File: src/rtl/non_res_div_pkg.sv
// Shared definitions for the sequential non-restoring divider.
//   div_state_t : FSM state encoding (ST_IDLE, ST_DIVIDE, ST_CORRECT, ST_FINISH)
//   abs_val     : two's-complement magnitude of the low w bits of x. The result
//                 is returned as an unsigned value, so the magnitude of MIN
//                 (e.g. 0x80 for w=8) is representable.
package non_res_div_pkg;

    typedef enum logic [1:0] {
        ST_IDLE    = 2'd0,
        ST_DIVIDE  = 2'd1,
        ST_CORRECT = 2'd2,
        ST_FINISH  = 2'd3
    } div_state_t;

    localparam int ABS_MAX_W = 64;

    function automatic logic [ABS_MAX_W-1:0] abs_val(input logic [ABS_MAX_W-1:0] x,
                                                     input int                   w);
        logic [ABS_MAX_W-1:0] mask;
        logic                 neg;
        mask = (w >= ABS_MAX_W) ? '1 : ((64'd1 << w) - 64'd1);
        neg  = ((x >> (w - 1)) & 64'd1) != 64'd0;
        abs_val = neg ? ((~x + 64'd1) & mask) : (x & mask);
    endfunction

endpackage

File: src/rtl/non_res_div_step.sv
// One combinational non-restoring iteration.
//   i_a : partial remainder, WIDTH+1 bits, MSB is its sign
//   i_q : quotient/dividend shift register
//   i_d : divisor magnitude
//   o_a : next partial remainder
//   o_q : next quotient shift register (new quotient bit in LSB)
module non_res_div_step #(
    parameter int WIDTH = 8
) (
    input  logic [WIDTH:0]   i_a,
    input  logic [WIDTH-1:0] i_q,
    input  logic [WIDTH-1:0] i_d,
    output logic [WIDTH:0]   o_a,
    output logic [WIDTH-1:0] o_q
);
    logic [WIDTH:0] w_shift;

    // The shifted value may overflow WIDTH+1 bits, but the result after the
    // add/subtract always lies in [-D, D), so modular arithmetic gives the
    // exact value. The add/subtract decision uses the pre-shift sign.
    assign w_shift = {i_a[WIDTH-1:0], i_q[WIDTH-1]};
    assign o_a     = i_a[WIDTH] ? (w_shift + {1'b0, i_d}) : (w_shift - {1'b0, i_d});
    assign o_q     = {i_q[WIDTH-2:0], ~o_a[WIDTH]};

endmodule

File: src/rtl/non_res_div_seq.sv
// Sequential non-restoring divider, one quotient bit per clock.
//   clk, rst_n           : clock, asynchronous active-low reset
//   start, signed_op     : request (taken when busy=0) and signed-mode select
//   dividend, divisor    : operands, sampled on the accepting edge
//   busy                 : operation in progress, start ignored
//   done                 : one-cycle pulse, results valid from this cycle
//   quotient, remainder  : results, held until the next op's done
//   div_by_zero          : divisor was zero, held with the results
// done appears WIDTH+2 clock edges after the accepting edge for every operand.
module non_res_div_seq
    import non_res_div_pkg::*;
#(
    parameter int WIDTH = 8
) (
    input  logic             clk,
    input  logic             rst_n,
    input  logic             start,
    input  logic             signed_op,
    input  logic [WIDTH-1:0] dividend,
    input  logic [WIDTH-1:0] divisor,
    output logic             busy,
    output logic             done,
    output logic [WIDTH-1:0] quotient,
    output logic [WIDTH-1:0] remainder,
    output logic             div_by_zero
);
    localparam int CNT_W = $clog2(WIDTH + 1);

    div_state_t       r_state;
    div_state_t       w_state_next;
    logic [WIDTH:0]   r_a;
    logic [WIDTH-1:0] r_q;
    logic [WIDTH-1:0] r_d;
    logic [WIDTH-1:0] r_dvd_raw;
    logic [CNT_W-1:0] r_cnt;
    logic             r_q_neg;
    logic             r_r_neg;
    logic             r_dvs_zero;
    logic             r_busy;
    logic             r_done;
    logic             r_dbz;
    logic [WIDTH-1:0] r_quot;
    logic [WIDTH-1:0] r_rem;

    logic             w_dvd_neg;
    logic             w_dvs_neg;
    logic [WIDTH-1:0] w_dvd_mag;
    logic [WIDTH-1:0] w_dvs_mag;
    logic [WIDTH:0]   w_a_step;
    logic [WIDTH-1:0] w_q_step;
    logic [WIDTH-1:0] w_quot_fix;
    logic [WIDTH-1:0] w_rem_fix;
    logic             w_last_iter;

    assign w_dvd_neg   = signed_op & dividend[WIDTH-1];
    assign w_dvs_neg   = signed_op & divisor[WIDTH-1];
    assign w_dvd_mag   = signed_op ? WIDTH'(abs_val(ABS_MAX_W'(dividend), WIDTH)) : dividend;
    assign w_dvs_mag   = signed_op ? WIDTH'(abs_val(ABS_MAX_W'(divisor), WIDTH)) : divisor;
    assign w_last_iter = (r_cnt == CNT_W'(WIDTH - 1));

    // Truncating division: quotient sign is the XOR of operand signs, remainder
    // follows the dividend. MIN / -1 falls out naturally as quotient MIN.
    assign w_quot_fix  = r_q_neg ? -r_q : r_q;
    assign w_rem_fix   = r_r_neg ? -r_a[WIDTH-1:0] : r_a[WIDTH-1:0];

    non_res_div_step #(
        .WIDTH (WIDTH)
    ) u_step (
        .i_a (r_a),
        .i_q (r_q),
        .i_d (r_d),
        .o_a (w_a_step),
        .o_q (w_q_step)
    );

    always_ff @(posedge clk or negedge rst_n) begin
        if (!rst_n) begin
            r_state <= ST_IDLE;
        end else begin
            r_state <= w_state_next;
        end
    end

    always_comb begin
        w_state_next = r_state;
        case (r_state)
            ST_IDLE:    if (start) w_state_next = ST_DIVIDE;
            ST_DIVIDE:  if (w_last_iter) w_state_next = ST_CORRECT;
            ST_CORRECT: w_state_next = ST_FINISH;
            ST_FINISH:  w_state_next = ST_IDLE;
            default:    w_state_next = ST_IDLE;
        endcase
    end

    // FINISH publishes the results on its exit edge, so the done cycle is
    // spent back in IDLE with busy low; a start seen there is accepted at the
    // end of the done cycle, giving gapless back-to-back issue.
    always_ff @(posedge clk or negedge rst_n) begin
        if (!rst_n) begin
            r_a        <= '0;
            r_q        <= '0;
            r_d        <= '0;
            r_dvd_raw  <= '0;
            r_cnt      <= '0;
            r_q_neg    <= 1'b0;
            r_r_neg    <= 1'b0;
            r_dvs_zero <= 1'b0;
            r_busy     <= 1'b0;
            r_done     <= 1'b0;
            r_dbz      <= 1'b0;
            r_quot     <= '0;
            r_rem      <= '0;
        end else begin
            r_done <= 1'b0;
            case (r_state)
                ST_IDLE: begin
                    if (start) begin
                        r_a        <= '0;
                        r_q        <= w_dvd_mag;
                        r_d        <= w_dvs_mag;
                        r_dvd_raw  <= dividend;
                        r_cnt      <= '0;
                        r_q_neg    <= w_dvd_neg ^ w_dvs_neg;
                        r_r_neg    <= w_dvd_neg;
                        r_dvs_zero <= (divisor == '0);
                        r_busy     <= 1'b1;
                    end
                end
                ST_DIVIDE: begin
                    r_a   <= w_a_step;
                    r_q   <= w_q_step;
                    r_cnt <= r_cnt + CNT_W'(1);
                end
                ST_CORRECT: begin
                    if (r_a[WIDTH]) r_a <= r_a + {1'b0, r_d};
                end
                ST_FINISH: begin
                    r_busy <= 1'b0;
                    r_done <= 1'b1;
                    if (r_dvs_zero) begin
                        r_quot <= '1;
                        r_rem  <= r_dvd_raw;
                        r_dbz  <= 1'b1;
                    end else begin
                        r_quot <= w_quot_fix;
                        r_rem  <= w_rem_fix;
                        r_dbz  <= 1'b0;
                    end
                end
                default: ;
            endcase
        end
    end

    assign busy        = r_busy;
    assign done        = r_done;
    assign quotient    = r_quot;
    assign remainder   = r_rem;
    assign div_by_zero = r_dbz;

endmodule

File: config.mk
export PLATFORM = sky130hd
export DESIGN_NAME = non_res_div_seq
export DESIGN_NICKNAME = d
export VERILOG_FILES = /design/src/rtl/non_res_div_pkg.sv /design/src/rtl/non_res_div_step.sv /design/src/rtl/non_res_div_seq.sv
export SDC_FILE = /design/constraint.sdc
export NUM_CORES = 1
export LEC_CHECK = 0
export BUFFER_PORTS_ARGS = -buffer_cell sky130_fd_sc_hd__buf_2
export CAP_MARGIN = 30
export CORE_MARGIN = 5
export CORE_UTILIZATION = 60
export DETAILED_ROUTE_END_ITERATION = 10
export PLACE_DENSITY_LB_ADDON = 0.1
export RECOVER_POWER = 25
export SLEW_MARGIN = 0
export SYNTH_ARGS = -nofsm -noshare
export SYNTH_HDL_FRONTEND = slang
export SYNTH_SLANG_ARGS = --single-unit
File: constraint.sdc
create_clock -name clk -period 7.2 [get_ports clk]
set_clock_uncertainty 0.1 [all_clocks]
set_input_delay 0.72 -clock clk [delete_from_list [all_inputs] [get_ports clk]]
set_output_delay 0.72 -clock clk [all_outputs]
set_load 0.01 [all_outputs]
# Yosys cells after proc, flatten, opt, wreduce, memory -nomap -nowiden
# Index checks and enable logic that the tools add are counted.
# word_totals
reg_bits	61
in_bits	20
out_inout_bits	19
elab_cells	70
# classes
n_addsub	8
eq_ne	7
mux	23
bitwise	6
n_reduce_logical	11
# op_table
operator	count
8-bit 2-to-1 mux	9
9-bit 2-to-1 mux	3
9-bit case mux with 3 select lines	1
9-bit by 8-bit adder with 9-bit output	2
8-bit by 1-bit adder with 8-bit output (second input constant)	2
8-bit negation	2
8-bit inverter	2
8-bit case mux with 2 select lines	1
2-bit AND reduction	5
9-bit by 8-bit subtractor with 9-bit output	1
8-bit logical NOT	1
2-bit case mux with 4 select lines	1
4-bit case mux with 2 select lines	1
2-bit inequality test (second input constant)	3
4-bit by 1-bit adder with 4-bit output (second input constant)	1
2-bit equality test (second input constant)	2
4-bit by 3-bit equality test with 1-bit output (second input constant)	1
2-bit 2-to-1 mux	2
4-bit 2-to-1 mux	1
2-bit nonzero test	2
1-bit 2-to-1 mux	3
3-bit AND reduction	1
3-bit nonzero test	1
1-bit AND	2
other kinds (5)	5

# Logic depth before layout (Yosys ltp)
# Gate-level depths: netlist (run 1).
# logic_depth
ltp_word	6
ltp_mapped	12
depth_no_buf	12

# By module
# Synthesis (run 1) repeated with hierarchy kept, for this count alone.
# unflattened
cells_unflattened	453
hier_area_um2	4116.4
# by_module_without_submodules
module	instances	cells_per_inst	area_per_inst_um2	seq_area_each_um2
non_res_div_seq	1	374	3507.1	1526.5
non_res_div_step	1	79	609.3	0.0

# Least setup slack after synthesis (run 1)
# OpenSTA, ideal clock, no wires.
# synth_timing
path_type	reg-to-reg
startpoint	reg r_d[1]
endpoint	reg r_a[8]
setup_ps	116
arrival_ps	2347
required_time_ps	6984
slack_ps	4638
stages_incl_launch_ff	12
n_path_buf	0
synth_period_minus_slack_ps	2562
path_cell_list	dfrtp_1 > inv_1 > ha_1 > nor3b_1 > a21oi_1 > xor2_1 > ha_1 > nor4_1 > nand3_1 > a31oi_1 > xnor2_1 > o311ai_0
# synth_between
elab_chain_cells	3
word_cells_on_any_way	6
classes_between	add/sub: 3; mux: 3
# synth_rtl
item	line_no	rtl
start, declared	non_res_div_seq.sv:33	logic [WIDTH-1:0] r_d;
start signal, assigned	non_res_div_seq.sv:120	r_d <= w_dvs_mag;
9-bit by 8-bit adder with 9-bit output (tied with other cells)	non_res_div_seq.sv:135	if (r_a[WIDTH]) r_a <= r_a + {1'b0, r_d};
9-bit 2-to-1 mux, on equally long branches	non_res_div_seq.sv:135, non_res_div_step.sv:22	
9-bit case mux with 3 select lines (*)	non_res_div_seq.sv:115	case (r_state)
end signal, assigned	non_res_div_seq.sv:130	r_a <= w_a_step;
end signal, assigned	non_res_div_seq.sv:135	
end, declared	non_res_div_seq.sv:31	logic [WIDTH:0] r_a;
# Mark *: on every way between the ends. The rest lies on a longest branch, timed or not. The select of a mux whose other input is x is not followed.
# A chain may end at the register's enable or synchronous reset.

==> results.cfg, run 1 <==
[run_status]
outcome = finished with violations
violations = max-capacitance violations, max-slew violations

[layout]
nFillCells = 546
mostFrequentLayoutCell = nand2_1
synthToLayoutAreaGrowth_pct = 10.9
layout.cells.non_filler = 573
nets = 540
antenna_cells = 0
fin_util_pct = 68.7
final_area_sq_um = 4390
layout_common_cells = nand2_1, dfrtp_1, nor2_1, o21ai_0, buf_2
drive_above_1_share_pct = 13.9

[sta]
worst_pin_slew_ns = 3.26
final.period_utilization_pct = 48.5
fmax_mhz = 286
final.min_clock_period_ns = 3.49
drv_slew = 62
hold_violations = 0
slew_headroom_pct = -117
finalSetupViolCount = 0
rsz0062_at_grt = no
tns_ns = 0

[synthesis]
synthCells = 455
synth_area_leaders = dfrtp_1, ha_1, o21ai_0, nand2_1, xnor2_1
ys_warn_count = 0
ys_seq_area_share_pct = 38.6
synth_top_family_by_area = simple AND/OR/NAND/NOR gates
synth_edf_count = 0
syn-num-nets = 504
synth_area_sq_um = 3960
synthAdderAreaFrac_pct = 9.55
synth_async_sr_flop_share_pct = 100
avgSynthCellArea_sq_um = 8.69
muxShareOfSynthArea_pct = 5.31
yosys.area.top_type = dfrtp_1
yosys.area_share.xor_xnor_pct = 8.64
ys.flop_type = dfrtp_1
synth.top_cell.area_share_pct = 38.6
synthSimpleGateAreaFrac_pct = 17.1
synth_compound_area_share_pct = 17.0
ys_seq_elements = 61
synth_cell_type_count = 43

[worst_setup_path]
arrival_ns = 3.11
cp_slowest_cell = clkbuf_1
critPathMaxStageDelay_ns = 2.28
crit_path_end_kind = asynchronous set/reset pin
cp_cell_sequence = buf_2 -> clkbuf_1
cp_top_family = buffers and inverters
path_buf_inv = 2
path_class = input port to asynchronous set/reset pin
startpoint_type = input port
worstPathRequired_ns = 6.82
cp_max_fo = 61

[clock_network]
cts_resized = 0
cts.sinks = 61
clockBufferDepth = 2
cts_buffers = 9
cts_setup_buffers = 0
cts-hold-fix-buffers = 0
h-tree-depth = 3
cts_tree = done
clk_latency_ns = 0.34
cts_root_buffer = clkbuf_8
path_clk_slew_ns = 0.07

[power_and_ir_drop]
p_leak_nw = 2.04
power.density_nw_per_um2 = 469
vdd_drop_max_mv = 0.251

[placement]
portBuffers = 38
placed_area_sq_um = 4190
dp_cells = 557
hpwl_microns = 6990
gp_congestion = 0.883

[global_routing]
grt_pass1_vias = 3126
antenna_found_initial = 0
grt_overflow_total = 0
grtUsageTotal_pct = 23.0
grt_pass1_wl_microns = 15500
grt_start_max_net_pins = 62

[routing]
drc = 0
firstDrtPassIters = 7
drt-vias-per-instance = 5.85
drt-total-wl_microns = 9240
postRouteAntennaNets = 0
initialDrtViolationCount = 270
wl_per_cell_microns = 16.1
routed-via-count = 3350

[floorplan]
ios = 39
fp.dieArea_sq_um = 8320
start_util_pct = 61.9
num_rows = 29
die_x_microns = 91.2
coreArea_sq_um = 6390
dieHeight_microns = 91.2

[min_path]
holdCritPathClass = register to register

[flow_run]
drv_cap = 1
cell type report:
class	count	area, sq um	area share, %
Clock buffer	11	141	3.22
Clock inverter	5	60.1	1.37
Inverter	21	78.8	1.80
Multi-Input combinational cell	357	2280	52.0
Sequential cell	61	1530	34.8
Tap cell	77	96.3	2.20
Timing Repair Buffer	41	205	4.68
final timing paths:
check	cells past startpoint	from	slack, ns	endpoint
setup / recovery	2	rst_n	3.71	r_d[4]
hold / removal	2	r_cnt[1]	0.40	r_cnt[1]
setup reg to reg	7	r_state[0]	4.26	r_a[6]
hold reg to reg	2	r_cnt[1]	0.40	r_cnt[1]
max in group clk	7	r_state[0]	4.26	r_a[6]
min in group asynchronous	2	rst_n	1.47	r_a[3]
layer usage:
| metal | track usage [%] | wire length [microns] |
|---|---|---|
| met1 | 32.8 | 4350 |
| met2 | 35.8 | 4250 |
| met3 | 3.31 | 503 |
| met4 | 7.82 | 131 |
| met5 | 0 | 0 |
cells in the mapped netlist, types with 2 or more instances:
cell,instances
a211oi_1,2
a21o_1,4
a21oi_1,36
a22oi_1,3
a31oi_1,5
clkbuf_1,15
dfrtp_1,61
fa_1,2
ha_1,27
inv_1,21
mux2_2,12
mux2i_1,6
nand2_1,62
nand2b_1,9
nand3_1,8
nand3b_1,3
nor2_1,49
nor2b_1,2
nor3_1,4
nor3b_1,2
nor4_1,3
o21ai_0,49
o21ai_1,3
o221ai_1,2
o22ai_1,2
o31ai_1,3
o41ai_1,2
or3_1,5
or4_1,2
xnor2_1,22
xor2_1,17
state kept, by name (all words and copies together), names as in the netlist, 2 cells and up:
| name | flops |
|---|---|
| r_state | 2 |
| r_q | 8 |
| r_cnt | 4 |
| r_d | 8 |
| r_dvd_raw | 8 |
| quotient | 8 |
| r_a | 9 |
| remainder | 8 |
cells by family after synthesis:
logic type | Yosys count
AOI/OAI and AO/OA | 117
xor gates and xnor gates | 39
adders and majority gates | 29
DFF | 61
and+or+nand+nor | 153
muxes | 19
buffers and inverters | 37
report_power, final:
group          internal, mW  total (mW)  switching, mW
Combinational         0.465        1.09          0.626
Sequential            0.492       0.658          0.166
Clock                 0.169       0.309          0.140
Total                  1.13        2.06          0.932
stage by stage:
step	hold slack, ns	power [mW]	worst slack (ns)
CTS	0.400	2.06	4.32
detailed placement	0.385	1.74	4.30
global route	0.424	2.25	3.01
finish	0.398	2.06	3.71
floorplan	0.324	1.45	4.64
global placement	0.366	1.70	4.45
Note: power is estimated with default switching activity, not from simulation.
==> run 2, diff against run 1 <==
clock period = 3.65 ns   (was 7.2 ns; I/O delays follow)
==> run 2 against run 1 <==
Effect of this change:
- worst hold slack worse by 0.24 ns
- the run still ends with max-capacitance violations, max-slew violations left
- cell area rose by 0.26%
- sequential share of layout area decreased by 0.089 points
- via count increased by 0.36%
- critical path type is now register to register
==> results.cfg, run 2 (synthesis results as in run 1) <==
[run_status]
outcome = finished with violations
violations = max-capacitance violations, max-slew violations

[routing]
routed-via-count = 3362
wl_per_cell_microns = 16.5
initialDrtViolationCount = 260
postRouteAntennaNets = 0
drt-total-wl_microns = 9470
drt-vias-per-instance = 5.85
drc = 0
firstDrtPassIters = 5

[worst_setup_path]
cp_top_family = simple AND/OR/NAND/NOR gates
worstPathRequired_ns = 3.77
crit_path_end_kind = register
arrival_ns = 3.06
path_class = register to register
cp_max_fo = 6
cp_slowest_cell = dfrtp_1
cp_common_cell = ha_1
critPathMaxStageDelay_ns = 0.43
cp_cell_sequence = inv_1 -> ha_1 -> nor3b_1 -> a21oi_1 -> xor2_1 -> ha_1 -> nor4_1 -> nand3_1 -> a31oi_1 -> xnor2_1 -> o311ai_0
path_buf_inv = 1
startpoint_type = register

[clock_network]
h-tree-depth = 3
cts_buffers = 9
cts_root_buffer = clkbuf_8
cts-hold-fix-buffers = 0
cts_setup_buffers = 0
cts_resized = 0
cts_tree = done
clk_latency_ns = 0.33
clockBufferDepth = 2
cts.sinks = 61
path_clk_slew_ns = 0.07

[layout]
synthToLayoutAreaGrowth_pct = 11.2
drive_above_1_share_pct = 14.5
nets = 542
largest_register_ff_count = 9
mostFrequentLayoutCell = nand2_1
fin_util_pct = 68.9
regMostFlops = r_a
final_area_sq_um = 4400
antenna_cells = 0
layout_common_cells = nand2_1, dfrtp_1, nor2_1, o21ai_0, buf_2

[floorplan]
coreArea_sq_um = 6390
start_util_pct = 61.9
ios = 39
fp.dieArea_sq_um = 8320
die_x_microns = 91.2
dieHeight_microns = 91.2
num_rows = 29

[global_routing]
antenna_found_initial = 0
grt_pass1_wl_microns = 15700
grtUsageTotal_pct = 23.1
grt_start_max_net_pins = 36
grt_overflow_total = 0
grt_pass1_vias = 3227

[placement]
hpwl_microns = 7140
placed_area_sq_um = 4200
portBuffers = 38
gp_congestion = 0.909

[sta]
final.min_clock_period_ns = 2.94
fmax_mhz = 340
tns_ns = 0
hold_violations = 0
finalSetupViolCount = 0
final.period_utilization_pct = 80.5
rsz0062_at_grt = no
worst_pin_slew_ns = 1.89
drv_slew = 36
slew_headroom_pct = -25.7

[min_path]
holdCritPathClass = input port to register

[power_and_ir_drop]
vdd_drop_max_mv = 0.539
power.density_nw_per_um2 = 917
p_leak_nw = 2.06

[flow_run]
drv_cap = 1
run 2: path summary, 6_finish.rpt:
path | from | end | slack [ns] | depth (start not counted)
worst max-delay path | r_d[1] | r_a[8] | 0.71 | 11
worst max register to register | r_d[1] | r_a[8] | 0.71 | 11
worst min register to register | r_dvd_raw[0] | r_dvd_raw[0] | 0.40 | 2
max in group asynchronous | rst_n | r_d[2] | 1.77 | 2
worst min-delay path | divisor[7] | r_dvs_zero | 0.16 | 2
min in group asynchronous | rst_n | r_cnt[3] | 0.44 | 1
run 2: metal layers:
metal  GRT usage, %  part of all wire (%)  vias up
li1               -                     -     1659
met1           32.9                    46     1576
met2           36.1                    46      113
met3           3.88                   6.5       14
met4           7.09                   1.4        0
met5              0                     0        -
run 2: cell type report:
type,count,area [sq um]
clock buffer,9,124
clock inverter,7,51.3
fill,541,1990
inverter,21,78.8
multi-input combinational,357,2280
sequential,61,1530
tap,77,96.3
timing repair buffer,43,243
run 2: where the power goes:
group          switching [mW]  internal [mW]
clock                   0.285          0.248
sequential              0.330          0.970
combinational            1.26          0.944
total                    1.87           2.16
run 2: worst reg2reg max path, delay by kind of cell, from the launching register on:
family / cells / cell delay [ns]
adders and majority gates: 2 / 0.37
AOI/OAI and AO/OA: 3 / 0.67
DFF: 1 / 0.43
and+or+nand+nor: 3 / 0.86
xor gates and xnor gates: 2 / 0.29
buffers and inverters: 1 / 0.12
run 2: metrics by stage:
stage | worst slack (ns) | instances | hold slack [ns] | power [mW]
floorplan | 1.09 | 455 | -0.0306 | 2.85
global placement | 0.913 | 557 | 0.363 | 3.35
detailed placement | 0.700 | 558 | 0.383 | 3.46
CTS | 0.725 | 574 | 0.0288 | 4.01
global route | 0.416 | 575 | 0.159 | 4.38
finish | 0.711 | 575 | 0.162 | 4.03
